--- config.mk ---
export PLATFORM = sky130hd
export DESIGN_NAME = pwm_multi
export DESIGN_NICKNAME = d
export VERILOG_FILES = /design/src/rtl/pwm_multi.sv
export SDC_FILE = /design/constraint.sdc
export NUM_CORES = 1
export LEC_CHECK = 0
export BUFFER_PORTS_ARGS = -buffer_cell sky130_fd_sc_hd__buf_2
export CORE_MARGIN = 3
export CORE_UTILIZATION = 40
export CTS_CLUSTER_SIZE = 20
export DETAILED_ROUTE_END_ITERATION = 10
export GPL_ROUTABILITY_DRIVEN = 1
export PLACE_DENSITY = 0.63
export SLEW_MARGIN = 30
export SYNTH_ARGS = -nofsm -noshare
export SYNTH_HDL_FRONTEND = slang
export SYNTH_SLANG_ARGS = --single-unit
--- constraint.sdc ---
create_clock -name clk -period 2.15 [get_ports clk]
set_input_delay 0.215 -clock clk [delete_from_list [all_inputs] [get_ports clk]]
set_output_delay 0.215 -clock clk [all_outputs]
set_load 0.01 [all_outputs]
--- src/rtl/pwm_multi.sv ---
// Multi-channel PWM generator with a shared W-bit period counter.
// Supports edge-aligned (sawtooth) and center-aligned (triangle) counting.
// Duty values are double-buffered: new values wait in pending registers and
// move to the active registers only at a period boundary, so a period is
// never cut short or stretched by a mid-period update. The counting mode is
// latched at the same boundary for the same reason.
// A registered blanking flag marks the low part of each period, where current
// sensing is not trustworthy.

module pwm_multi #(
  parameter int W     = 11,
  parameter int NCH   = 3,
  parameter int BLANK = 255
) (
  input  logic             clk,
  input  logic             rst_n,
  input  logic             en,
  input  logic             center,
  input  logic [NCH*W-1:0] duty,
  input  logic             duty_vld,
  output logic [NCH-1:0]   PWM_sig,
  output logic             PWM_synch,
  output logic             OVR_I_blank_n
);

  // Counter direction. Edge mode only ever uses UP.
  typedef enum logic {
    UP   = 1'b0,
    DOWN = 1'b1
  } dir_e;

  // Counting mode currently in force (not the requested one).
  typedef enum logic {
    MODE_EDGE   = 1'b0,
    MODE_CENTER = 1'b1
  } mode_e;

  // Top of the counter range, the turnaround point of the up ramp,
  // and the blanking threshold, all at counter width.
  localparam logic [W-1:0] CNT_MAX = {W{1'b1}};
  localparam logic [W-1:0] CNT_TOP = {{(W-1){1'b1}}, 1'b0};
  localparam logic [W-1:0] ONE     = W'(1);
  localparam logic [W-1:0] BLANK_W = W'(BLANK);

  logic [W-1:0]            cnt_q, cnt_d;
  dir_e                    dir_q, dir_d;
  mode_e                   mode_q, mode_d;
  logic [NCH-1:0][W-1:0]   duty_in;
  logic [NCH-1:0][W-1:0]   pend_q, pend_d;
  logic [NCH-1:0][W-1:0]   act_q, act_d;
  logic [NCH-1:0]          pwm_q, pwm_d;
  logic                    synch_q, synch_d;
  logic                    blank_n_q, blank_n_d;
  logic                    boundary;

  // View the flat duty bus as one W-bit field per channel (channel i at [i*W +: W]).
  assign duty_in = duty;

  // A boundary is the last cycle of an edge period, or the bottom of the up
  // ramp in center mode. Nothing is a boundary while the counter is frozen.
  always_comb begin
    boundary = 1'b0;
    if (en) begin
      if (mode_q == MODE_EDGE) begin
        boundary = (cnt_q == CNT_MAX);
      end else begin
        boundary = (cnt_q == '0) && (dir_q == UP);
      end
    end
  end

  // The mode request is sampled only at a boundary so a period always
  // completes in the mode it started in.
  always_comb begin
    mode_d = mode_q;
    if (boundary) begin
      mode_d = center ? MODE_CENTER : MODE_EDGE;
    end
  end

  // Counter and direction. A boundary that lands in edge mode restarts at 0
  // (this also covers leaving center mode, which restarts the sawtooth).
  // Entering center mode from edge needs no special case: the edge wrap from
  // the top already yields 0 going UP.
  always_comb begin
    cnt_d = cnt_q;
    dir_d = dir_q;
    if (en) begin
      if (boundary && (mode_d == MODE_EDGE)) begin
        cnt_d = '0;
        dir_d = UP;
      end else if (mode_q == MODE_EDGE) begin
        cnt_d = cnt_q + ONE;
        dir_d = UP;
      end else if (dir_q == UP) begin
        cnt_d = cnt_q + ONE;
        if (cnt_q == CNT_TOP) begin
          dir_d = DOWN;
        end
      end else begin
        cnt_d = cnt_q - ONE;
        if (cnt_q == ONE) begin
          dir_d = UP;
        end
      end
    end
  end

  // Pending duty follows every strobe, even while disabled. Active duty takes
  // the pending value at a boundary; a strobe in the boundary cycle itself
  // bypasses the pending stage so it is not delayed a whole period.
  always_comb begin
    pend_d = duty_vld ? duty_in : pend_q;
    act_d  = act_q;
    if (boundary) begin
      act_d = pend_d;
    end
  end

  // Next values of the registered outputs: per-channel compare, boundary
  // pulse and blanking flag, all forced low while disabled.
  always_comb begin
    pwm_d = '0;
    for (int i = 0; i < NCH; i++) begin
      pwm_d[i] = en && (cnt_q < act_q[i]);
    end
    synch_d   = boundary;
    blank_n_d = en && (cnt_q > BLANK_W);
  end

  // State and output registers; reset drops everything to an idle edge-mode
  // state with zero duty, discarding any pending update.
  always_ff @(posedge clk or negedge rst_n) begin
    if (!rst_n) begin
      cnt_q     <= '0;
      dir_q     <= UP;
      mode_q    <= MODE_EDGE;
      pend_q    <= '0;
      act_q     <= '0;
      pwm_q     <= '0;
      synch_q   <= 1'b0;
      blank_n_q <= 1'b0;
    end else begin
      cnt_q     <= cnt_d;
      dir_q     <= dir_d;
      mode_q    <= mode_d;
      pend_q    <= pend_d;
      act_q     <= act_d;
      pwm_q     <= pwm_d;
      synch_q   <= synch_d;
      blank_n_q <= blank_n_d;
    end
  end

  assign PWM_sig       = pwm_q;
  assign PWM_synch     = synch_q;
  assign OVR_I_blank_n = blank_n_q;

endmodule

-- After elaboration in Yosys (flattened, before gate mapping)
Index checks and enable logic that the tools add are counted.
- word-level logic and storage cells: 43
- output and inout port bits: 5
- register bits after elaboration: 84
- bits of input ports: 38
- bitwise operators: 2
- mux-type cells: 13
- add/subtract/negate cells: 2
- reduce and logical (&&, ||, !) cells: 7
- magnitude comparators: 4
- equal/unequal tests: 3
- operator list (operator ; count):
    11-bit less-than comparator ; 3
    11-bit two-way mux ; 3
    33-bit two-way mux ; 1
    11-bit == test (second input constant) ; 2
    11-bit by 1-bit adder with 11-bit output (second input constant) ; 1
    11-bit by 1-bit == test with 1-bit output (second input constant) ; 1
    11-bit by 8-bit > comparator with 1-bit output (second input constant) ; 1
    11-bit logical NOT ; 1
    11-bit by 1-bit subtractor with 11-bit output (second input constant) ; 1
    1-bit two-way mux ; 9
    1-bit logical AND ; 6
    1-bit NOT ; 2

-- Longest topological paths before layout
- depth in word-level cells: 8
- mapped depth: 9
- depth with buffers taken out: 7

-- Worst setup path before layout
OpenSTA, ideal clock, no wires.
- path kind: reg-to-reg
- start point: register cnt_q[4]
- end point: register act_q[0] (netlist bit)
- library setup time: 125 ps
- setup slack: 14 ps
- cell stages (with the launch flop): 7
- buffers on the path: 2
- data required time: 2025 ps
- period minus slack after synthesis: 2136 ps
- arrival: 2011 ps
- cells stage by stage: dfrtp_1 > buf_6 > or4_4 > nor4_4 > a22oi_1 > buf_6 > mux2_4
- cells in the longest elaborated chain, start to end: 4
- elaborated cells on any way between the ends: 5
- classes of those cells: eq/ne: 1; mux: 2; reduce/logical: 2
- ends and longest elaborated chain (element ; line ; RTL):
    start: declaration ; 45 ; logic [W-1:0] cnt_q, cnt_d;
    start signal: assignment ; 144 ; cnt_q <= cnt_d;
    11-bit logical NOT ; 67 ; boundary = (cnt_q == '0) && (dir_q == UP);
    1-bit logical AND ; 67 ;
    1-bit two-way mux * ; 64 ; if (mode_q == MODE_EDGE) begin
    1-bit two-way mux * ; 63 ; if (en) begin
    end signal: assignment ; 148 ; act_q <= act_d;
    end: declaration ; 50 ; logic [NCH-1:0][W-1:0] act_q, act_d;
Every way passes the cells marked *; elsewhere a longest branch is shown, timed or not.
A chain may end at the register's enable or synchronous reset.

-- Worst setup path after layout
- start point: register cnt_q[9]
- end point: register act_q[18] (netlist bit)
Same word-level chain as after synthesis.

==> summary.txt <==
Yosys
  – Mapped cell area: 4179 µm²
  – Yosys warns: 0
  – Cell taking the most area after synthesis: dfrtp_1
  – Post-Syn Instances: 376
  – Synth cell types: 41
  – Register area share after synthesis: 50.30%
  – Count leader, synth: dfrtp_1
  – Synthesized Nets: 448
  – Async S/R FF share, synth: 100.0%
  – Post-synth EDFFs: 0
  – Mean Syn Cell Area: 11.11 µm²
  – Main flop type after synthesis: dfrtp_1
  – List of most frequent post-synthesis cells: 84 x dfrtp_1, 43 x nor2_1, 38 x a21oi_1
  – Yosys top cell area share: 50.30%
  – Main area contributors after synthesis: dfrtp_1 50%, ha_1 10%, mux2_2 8.9%, a21oi_1 4.6%, nor2_1 3.9%
  – Yosys reg bits: 84

Layout
  – # diodes: 0
  – NumNets Final: 509
  – Filler instances: 924
  – Final Cell Area: 4878 µm²
  – Layout cells sized above 1: 28.05%
  – Register area: 2102 µm²
  – Area grow syn2layout: 16.74%
  – Area of the multi-input gates: 1842 µm²

Clocking
  – Post-CTS sizing: 0
  – Clk_lat worst skew: 0.35 ns
  – Clock-pin slew on the worst setup and hold paths: 0.09 ns
  – CTS buffer count: 9
  – CTS tree: built
  – CTS root buf: clkbuf_8
  – Clock buffer depth: 2
  – Clk sinks: 84
  – H-tree Lvls: 3

Pwr
  – Leakage: 0.002466 µW
  – Clk network pwr share: 30.7%
  – Power Internal: 2621 µW
  – Net Sw Power: 1169 µW
  – Switching part of the total: 30.84%
  – Pwr Density: 777.0 nW/µm²
  – Share of power burned in registers: 46.3%
  – Comb power frac: 22.9%
  – Peak supply drop: 0.4016 mV

Global route
  – Initial antenna violation count: 0
  – Number of global-route vias before repair: 2931
  – Pin count of the biggest net entering global routing: 49
  – Gr ovfl total: 0
  – Gr usage total: 15.34%
  – First-pass GRT wire length: 13.99 mm

Routing
  – Wire per inst: 14.39 µm
  – Post-route DRC: 0
  – Drt pass-1 iters: 4
  – Post-route ant nets: 0
  – Via density: 5.064
  – Iter 0 DRT Violations: 90
  – Via count: 2912
  – Post-Route WL: 8.272 mm

Floorplanning
  – # IOs: 43
  – Die height: 108.2 µm
  – Core Area: 9955 µm²
  – Chip width: 108.2 µm
  – Row count: 36
  – Initial core utilization: 41.98%
  – Total die area: 11710 µm²

Timing
  – Min Clock Period, post-route: 1.976 ns
  – Setup TNS: 0 ns
  – Setup violations, final: 0
  – Fin. max-slew vios: 0
  – Clk_skew: 0.006342 ns
  – Period utilisation layout: 91.90%
  – Endpoints failing hold: 0
  – F_max: 506.1 MHz
  – Actual slew at the worst max-slew pin: 0.5880 ns
  – Unrepaired setup endpoints after global routing: no
  – Relative slew slack: 60.80%
  – Hold WS: 0.1059 ns

Critical path
  – CP max stage cell: or3_1
  – Crit path kind: flip-flop to flip-flop
  – Critical path, cell by cell: or3_1, nor4_4, a22oi_2, buf_12, buf_4, nor2_1, a21oi_1
  – Crit start category: flip-flop
  – CP required: 2.39 ns
  – Worst setup EP type: flip-flop
  – Crit path largest cell delay: 0.48 ns
  – Crit-path max FO: 20
  – Worst Path Arrival: 2.22 ns

Hold path
  – Hold Path Class: primary input to flip-flop

Placed design
  – Placed cell area: 4664 µm²
  – Count of buffers from port buffering: 42
  – DP Wirelength: 6.213 mm
  – GP Congestion: 0.8950

Outcome
  – Outcome: complete, no violations

Run
  – Maxcap violations: 0
==> metrics by stage <==
step | util (%) | power [µW] | instances | worst slack, ns
global route | 49.01 | 4027 | 575 | 0.02520
CTS | 49.01 | 3842 | 575 | 0.05186
finish | 49.01 | 3791 | 575 | 0.1742
global placement | 46.86 | 2640 | 558 | 0.1048
floorplan | - | 2314 | 376 | 0.01405
detailed placement | 46.86 | 2667 | 558 | 0.05648
==> path summary, 6_finish.rpt <==
path | to | slack, ns | start | cells past startpoint
setup / recovery | act_q[18] | 0.17 | cnt_q[9] | 7
hold / removal | pend_q[25] | 0.11 | duty[25] | 2
setup reg to reg | act_q[18] | 0.17 | cnt_q[9] | 7
hold reg to reg | pend_q[32] | 0.50 | pend_q[32] | 1
max in group asynchronous | pend_q[26] | 1.16 | rst_n | 3
min in group asynchronous | PWM_synch | 0.36 | rst_n | 2
==> cells by family after synthesis <==
logic type / after synthesis / synth area share (%)
fa+ha+maj: 34 / 10.18
mux: 37 / 10.21
flops: 84 / 50.30
simple gates: 82 / 10.00
compound gates: 77 / 11.47
xor+xnor: 10 / 2.096
buf+inv: 52 / 5.748
==> registers in the layout (all words and copies together) (netlist names) <==
name and count:
pend_q 33, PWM_sig 3, mode_q 1, cnt_q 11, PWM_synch 1, OVR_I_blank_n 1, act_q 33, dir_q 1
==> critical path, delay by kind of cell (launching register included) <==
family | cells | cell delay (ns)
flip-flops | 1 | 0.39
buffers and inverters | 2 | 0.36
AO/OA/AOI/OAI | 2 | 0.22
AND/OR/NAND/NOR | 3 | 0.90
==> layer usage <==
metal  GRT usage, %  vias up  routed length (µm)
met2          24.87       72                4008
met1          20.68     1408                3737
li1               -     1422                   -
met3          3.045       10                 422
met5              0        -                   0
met4          5.140        0                 104
==> what timing repair did <==
action / CTS / global route
endpoints found under the hold margin: 36 / 0
buffers inserted: 0 / 0
hold buffers: 1 / 0
setup endpoints to repair: 0 / 10
==> cell type report <==
class	instances	share of cell area, %
timing repair buffer	65	8.720
multi-input combinational	240	37.75
inverter	37	2.847
clock buffer	9	2.539
sequential	84	43.09
clock inverter	7	1.641
tap	133	3.411
==> placed cells by master (no fill, tap or decap), types with 2 or more instances in the layout <==
cell	synthesis	routed
nor4_1	3	3
xnor2_1	8	8
and4_1	2	2
nor2_1	43	43
a211oi_1	6	6
or2_2	2	2
a21o_1	3	3
inv_6	0	3
mux2_4	3	3
or3_1	3	3
nand4_1	2	2
nand2_1	6	6
o21a_1	7	7
buf_2	0	41
o32ai_1	2	2
clkbuf_8	0	9
buf_12	0	3
nand3_1	9	9
buf_4	0	20
a31oi_1	2	2
mux2_2	33	33
o21ai_0	3	3
a21oi_1	38	38
o22ai_1	3	3
ha_1	34	34
inv_1	37	37
o31ai_1	4	4
dfrtp_1	84	84
o211ai_1	3	3
a211o_1	3	3
xor2_1	2	2
nand2b_1	4	4
==> power groups by stage <==
stage                     clock network (µW)  logic [µW]  registers, µW
after floorplan                            0         483           1830
after global placement                     0         855           1780
after global routing                    1280         977           1770
after CTS                               1200         880           1760
final                                   1170         869           1760
after detailed placement                   0         876           1790
(Power assumes the default switching activity.)
